$ cat src/rtl/pc_seq_pkg.sv
// Shared state encoding, PC width and reset vector for the PC sequencer slice.
package pc_seq_pkg;

  localparam int PC_W = 15;
  localparam logic [PC_W-1:0] RESET_VEC = 15'h0000;

  typedef enum logic [1:0] {
    S_BOOT   = 2'd0,
    S_FETCH  = 2'd1,
    S_DECIDE = 2'd2,
    S_HALT   = 2'd3
  } state_t;

  // Address arithmetic wraps modulo 2^PC_W by construction.
  function automatic logic [PC_W-1:0] pcAdd(input logic [PC_W-1:0] a,
                                            input logic [PC_W-1:0] b);
    return a + b;
  endfunction

endpackage

$ cat src/rtl/ret_stack.sv
// LIFO of return addresses with occupancy count and full/empty flags.
module ret_stack
  import pc_seq_pkg::*;
#(
  parameter int DEPTH = 4
) (
  input  logic            clk,
  input  logic            reset,
  input  logic            push_i,
  input  logic            pop_i,
  input  logic [PC_W-1:0] data_i,
  output logic [PC_W-1:0] data_o,
  output logic            full_o,
  output logic            empty_o
);

  localparam int PW = $clog2(DEPTH);
  localparam logic [PW:0] FULL_CNT = (PW+1)'(DEPTH);
  localparam logic [PW:0] ONE_CNT  = (PW+1)'(1);

  logic [PC_W-1:0] mem_q [DEPTH];
  logic [PW:0]     count_q, count_d;
  logic [PW-1:0]   topIdx;
  logic            doPush, doPop;

  assign full_o  = (count_q == FULL_CNT);
  assign empty_o = (count_q == '0);
  assign doPush  = push_i & ~full_o;
  assign doPop   = pop_i & ~empty_o;
  assign topIdx  = PW'(count_q - ONE_CNT);
  assign data_o  = mem_q[topIdx];

  always_comb begin
    count_d = count_q;
    if (doPush) begin
      count_d = count_q + ONE_CNT;
    end else if (doPop) begin
      count_d = count_q - ONE_CNT;
    end
  end

  always_ff @(posedge clk) begin
    if (reset) begin
      count_q <= '0;
    end else begin
      count_q <= count_d;
    end
  end

  // Storage needs no reset: entries are only read while the count covers them.
  always_ff @(posedge clk) begin
    if (doPush) begin
      mem_q[count_q[PW-1:0]] <= data_i;
    end
  end

endmodule

$ cat src/rtl/pc_sequencer.sv
// Fetch/decide sequencer producing the next PC; return stack built only when
// PC_SEQ_CALL_STACK_EN is defined.
module pc_sequencer
  import pc_seq_pkg::*;
#(
  parameter int STACK_DEPTH = 4
) (
  input  logic            clk,
  input  logic            reset,
  input  logic [PC_W-1:0] pc,
  input  logic            imem_ready,
  input  logic            stall,
  input  logic            halt,
  input  logic            branch_take,
  input  logic [PC_W-1:0] branch_off,
  input  logic            jump,
  input  logic            call,
  input  logic            ret,
  input  logic [PC_W-1:0] jump_addr,
  output logic            pc_en,
  output logic [PC_W-1:0] pc_next,
  output logic            fetch_req,
  output logic            stack_err
);

  state_t          state_q, state_d;
  logic            pcEnRaw, fetchReqRaw, decideGo;
  logic [PC_W-1:0] pcPlus1, branchTarget, nextPc;
  logic            retTaken, popValid;
  logic [PC_W-1:0] stackTop;

  always_ff @(posedge clk) begin
    if (reset) begin
      state_q <= S_BOOT;
    end else begin
      state_q <= state_d;
    end
  end

  always_comb begin
    state_d     = state_q;
    pcEnRaw     = 1'b0;
    fetchReqRaw = 1'b0;
    case (state_q)
      S_BOOT:   state_d = S_FETCH;
      S_FETCH: begin
        fetchReqRaw = 1'b1;
        if (imem_ready) state_d = S_DECIDE;
      end
      S_DECIDE: begin
        if (!stall) begin
          pcEnRaw = 1'b1;
          state_d = S_FETCH;
        end
      end
      S_HALT:   state_d = S_HALT;
      default:  state_d = S_BOOT;
    endcase
    // Halt overrides everything after boot and abandons any pending update.
    if (halt && state_q != S_BOOT) begin
      state_d = S_HALT;
      pcEnRaw = 1'b0;
    end
  end

  assign decideGo     = pcEnRaw & ~reset;
  assign pcPlus1      = pcAdd(pc, 15'd1);
  assign branchTarget = pcAdd(pcPlus1, branch_off);

`ifdef PC_SEQ_CALL_STACK_EN
  logic pushReq, popReq, stackFull, stackEmpty;
  logic stackErr_q, stackErr_d;

  // A simultaneous call is dropped in favour of the return.
  assign retTaken = ret;
  assign popValid = ~stackEmpty;
  assign pushReq  = decideGo & call & ~ret;
  assign popReq   = decideGo & ret;

  ret_stack #(
    .DEPTH(STACK_DEPTH)
  ) uRetStack (
    .clk    (clk),
    .reset  (reset),
    .push_i (pushReq),
    .pop_i  (popReq),
    .data_i (pcPlus1),
    .data_o (stackTop),
    .full_o (stackFull),
    .empty_o(stackEmpty)
  );

  always_comb begin
    stackErr_d = stackErr_q | (pushReq & stackFull) | (popReq & stackEmpty);
  end

  always_ff @(posedge clk) begin
    if (reset) begin
      stackErr_q <= 1'b0;
    end else begin
      stackErr_q <= stackErr_d;
    end
  end

  assign stack_err = stackErr_q;
`else
  logic        unusedRet;
  logic [31:0] unusedDepth;

  assign retTaken    = 1'b0;
  assign popValid    = 1'b0;
  assign stackTop    = RESET_VEC;
  assign stack_err   = 1'b0;
  assign unusedRet   = ret;
  assign unusedDepth = STACK_DEPTH;
`endif

  always_comb begin
    nextPc = pcPlus1;
    if (retTaken) begin
      nextPc = popValid ? stackTop : pcPlus1;
    end else if (call || jump) begin
      nextPc = jump_addr;
    end else if (branch_take) begin
      nextPc = branchTarget;
    end
  end

  assign pc_next   = reset ? RESET_VEC : nextPc;
  assign pc_en     = decideGo;
  assign fetch_req = fetchReqRaw & ~reset;

endmodule
$ cat config.mk
export PLATFORM = sky130hd
export DESIGN_NAME = pc_sequencer
export DESIGN_NICKNAME = d
export VERILOG_FILES = /design/src/rtl/pc_seq_pkg.sv /design/src/rtl/ret_stack.sv /design/src/rtl/pc_sequencer.sv
export SDC_FILE = /design/constraint.sdc
export NUM_CORES = 1
export LEC_CHECK = 0
export CAP_MARGIN = 40
export CORE_ASPECT_RATIO = 1.75
export CORE_MARGIN = 2
export CORE_UTILIZATION = 37
export CTS_BUF_LIST = sky130_fd_sc_hd__clkbuf_2
export CTS_CLUSTER_DIAMETER = 100
export CTS_CLUSTER_SIZE = 20
export DETAILED_ROUTE_END_ITERATION = 12
export PLACE_DENSITY_LB_ADDON = 0.15
export SETUP_SLACK_MARGIN = 0.02
export SYNTH_ARGS = -nofsm -noshare
export SYNTH_HDL_FRONTEND = slang
export SYNTH_SLANG_ARGS = --single-unit
$ cat constraint.sdc
create_clock -name clk -period 12 [get_ports clk]
set_clock_uncertainty 0.15 [all_clocks]
set_input_delay 2.4 -clock clk [delete_from_list [all_inputs] [get_ports clk]]
set_output_delay 2.4 -clock clk [all_outputs]
set_load 0.01 [all_outputs]
==> impl_results.md <==
- Status: complete, no violations
- Final #Nets: 349
- Syn Nets: 282
- Worst Setup End Kind: output pin
- CP top delay family: simple AND/OR/NAND/NOR gates
- Min-delay worst type: flop to flop
- PwrDens: 51.2 mW/mm2
- Top FF cell, synth: dfxtp_1
- H-tree level count: 1
- Biggest regs: state_q x2
- Dominant cells by area after synthesis: ha_1, xnor2_1, a21oi_1, nand2_1, xor2_1
- Seq/Total Area, Yosys: 2.83%
- Worst path bufs/invs: 3
- Crit path launch type: primary input
- Worst path required time: 9450 ps
- DIE HEIGHT: 85.8 um
- Vias in the first global route: 1836
- RSZ-0062 raised after global routing: no
- Post-Synth Simple-Gate Area: 30.6%
- Vias per cell: 5.63
- Most common cell in the netlist: nand2_1
- CTS tree: yes
- Layout cells sized above 1: 5.80%
- Avg Synthesized Cell Area: 6.71 um2
- All-Layer GR Usage: 23.9%
- Slew HR: 47.4%
- Area added between synthesis and finish: 51.9%
- Ys async rst share: 0%
- Final hold violation count: 0
- Yosys warnings: 0
- Antenna Nets Post-Route: 0
- Core Area: 0.00366 mm2
- CP Cell Sequence: clkdlybuf4s50_1, ha_1, inv_1, nor3_1, and3_1, xor2_1, ha_1, and3_2, nand2_1, or4_4, and4_4, or4b_1, nand3_1, clkdlybuf4s50_1
- Setup Total Neg Slack: 0 ps
- Setup bufs post-CTS: 0
- Pre-CTS setup slack: 2900 ps
- Synthesized area: 0.00142 mm2
- Post-cts sizing count: 0
- Number of synthesized flops with an enable pin: 0
- F_max: 0.110 GHz
- Worst slew pin tran: 786 ps
- I/O Pins: 72
- Synth Register Bits: 2
- CP max stage cell: clkdlybuf4s50_1
- Final setup vio count: 0
- Initial core utilization: 38.6%
- Most flops, register: state_q
- Setup ws final: 2910 ps
- DP HPWL: 3.95 mm
- Area share of the largest cell type after synthesis: 14.1%
- CTS Buffer Depth: 2
- Final min period: 9090 ps
- Post-synthesis mux area share: 1.50%
- # rows: 29
- Hold_buf cts: 0
- Area of the multi-input gates: 0.00131 mm2
- Avg WL per Cell: 15.2 um
- Remaining global-route overflow: 0
- Peak VDD IR: 0.0000383 V
- Max incr delay on CP: 580 ps
- Post-synth top area cell: ha_1
- Max-cap viol count: 0
- Gpl congestion: 0.888
- TritonRoute pass-1 iters: 4
- CTS Root Buffer Type: clkbuf_2
- CTS buffer count: 3
- Largest family of logic cells by synthesized area: compound AO/OA/AOI/OAI gates
- Synth Area in Compound Gates: 32.3%
- Post-synthesis cell type count: 51
- CTS Sinks: 2
- First-pass GRT wire length: 8.09 mm
- Sequential cell area: 40.0 um2
- Commonest cells post-synth: nand2_1, a21oi_1, nor2_1
- Critical Path AT: 6540 ps
- Clock Latency Late Sink: 190 ps
- P_leak: 0.000868 uW
- Layout filler cell count: 387
- Initial antenna violation count: 0
- Die area: 0.00436 mm2
- Max reg flops: 2
- Post-Synth XOR/XNOR Area: 12.4%
- Adder-cell share of the synthesized area: 15.5%
- Largest net degree at the start of global routing: 21
- Slew Limit Fails: 0
- WS Path Type: primary input to output pin
- Vias: 1814
- Clock Pin Slew Worst Setup and Hold Paths: 30 ps
- Final period utilization: 75.7%
- DR iter-0 viols: 35
- Critical Path Fanout Max: 7
- Port Buf Inserts: 69
- Die X: 50.8 um
- WL final: 4.90 mm
- DRC: 0
- Cells after synthesis: 211
- # diodes: 0
==> final cells by class <==
cell class / count / share of cell area [%]
Clock buffer: 3 / 0.698
Inverter: 8 / 1.40
Multi-Input combinational cell: 193 / 60.9
Sequential cell: 2 / 1.86
Tap cell: 46 / 2.67
Timing Repair Buffer: 70 / 32.4
==> logic make-up after synthesis <==
| family | Yosys count |
|---|---|
| xor+xnor | 20 |
| buf+inv | 16 |
| compound gates | 65 |
| other cells | 1 |
| simple gates | 88 |
| fa+ha+maj | 17 |
| flops | 2 |
| mux | 2 |
==> cells in the final DEF (no fill, tap or decap), types with 7 or more instances in the layout <==
| cell | n |
|---|---|
| a21oi_1 | 19 |
| ha_1 | 16 |
| xor2_1 | 9 |
| nor2_1 | 19 |
| nand3_1 | 12 |
| xnor2_1 | 11 |
| clkdlybuf4s50_1 | 69 |
| a21o_1 | 7 |
| inv_1 | 8 |
| nor3_1 | 10 |
| o21ai_0 | 7 |
| nand2_1 | 25 |
==> worst reg2reg max path, stage by stage (launching register included) <==
cell,delay (ps)
dfxtp_1,340
nand3b_1,170
a21oi_1,140
nor2_1,50
==> power by group <==
part	internal (uW)	total, uW	leakage [uW]	switching (uW)
logic	47.9	92.2	0.000839	44.3
registers	7.25	7.77	0.0000167	0.516
clock network	6.62	10.3	0.0000125	3.65
total	61.8	110	0.000868	48.5
==> worst paths after layout <==
path,start,endpoint,slack (ps),cells past startpoint
setup / recovery,pc[0],pc_next[14],2910,14
hold / removal,state_q[0]$_SDFFE_PP0P_,state_q[0]$_SDFFE_PP0P_,400,3
hold reg to reg,state_q[0]$_SDFFE_PP0P_,state_q[0]$_SDFFE_PP0P_,400,3
setup reg to reg,state_q[1]$_SDFFE_PP0P_,state_q[0]$_SDFFE_PP0P_,11010,3
==> stage by stage <==
stage,utilization [%],hold WS [ps],std cells,total power [uW],cell area (um2)
after CTS,58.7,392,322,111,2150
after floorplan,-,346,211,60.9,1420
after detailed placement,58.3,390,319,99.3,2140
after global routing,58.7,436,322,122,2150
after global placement,58.3,374,319,98.9,2140
final,58.7,402,322,110,2150
==> per-layer routing <==
metal  share of wire [%]  GRT usage [%]  vias to the layer above
met5                   0              0                        -
met4                 4.0           9.83                        0
met3                 3.8           1.92                       14
met2                  55           47.5                       66
met1                  37           24.4                      813
li1                    -              -                      921
Note: power is estimated with default switching activity, not from simulation.
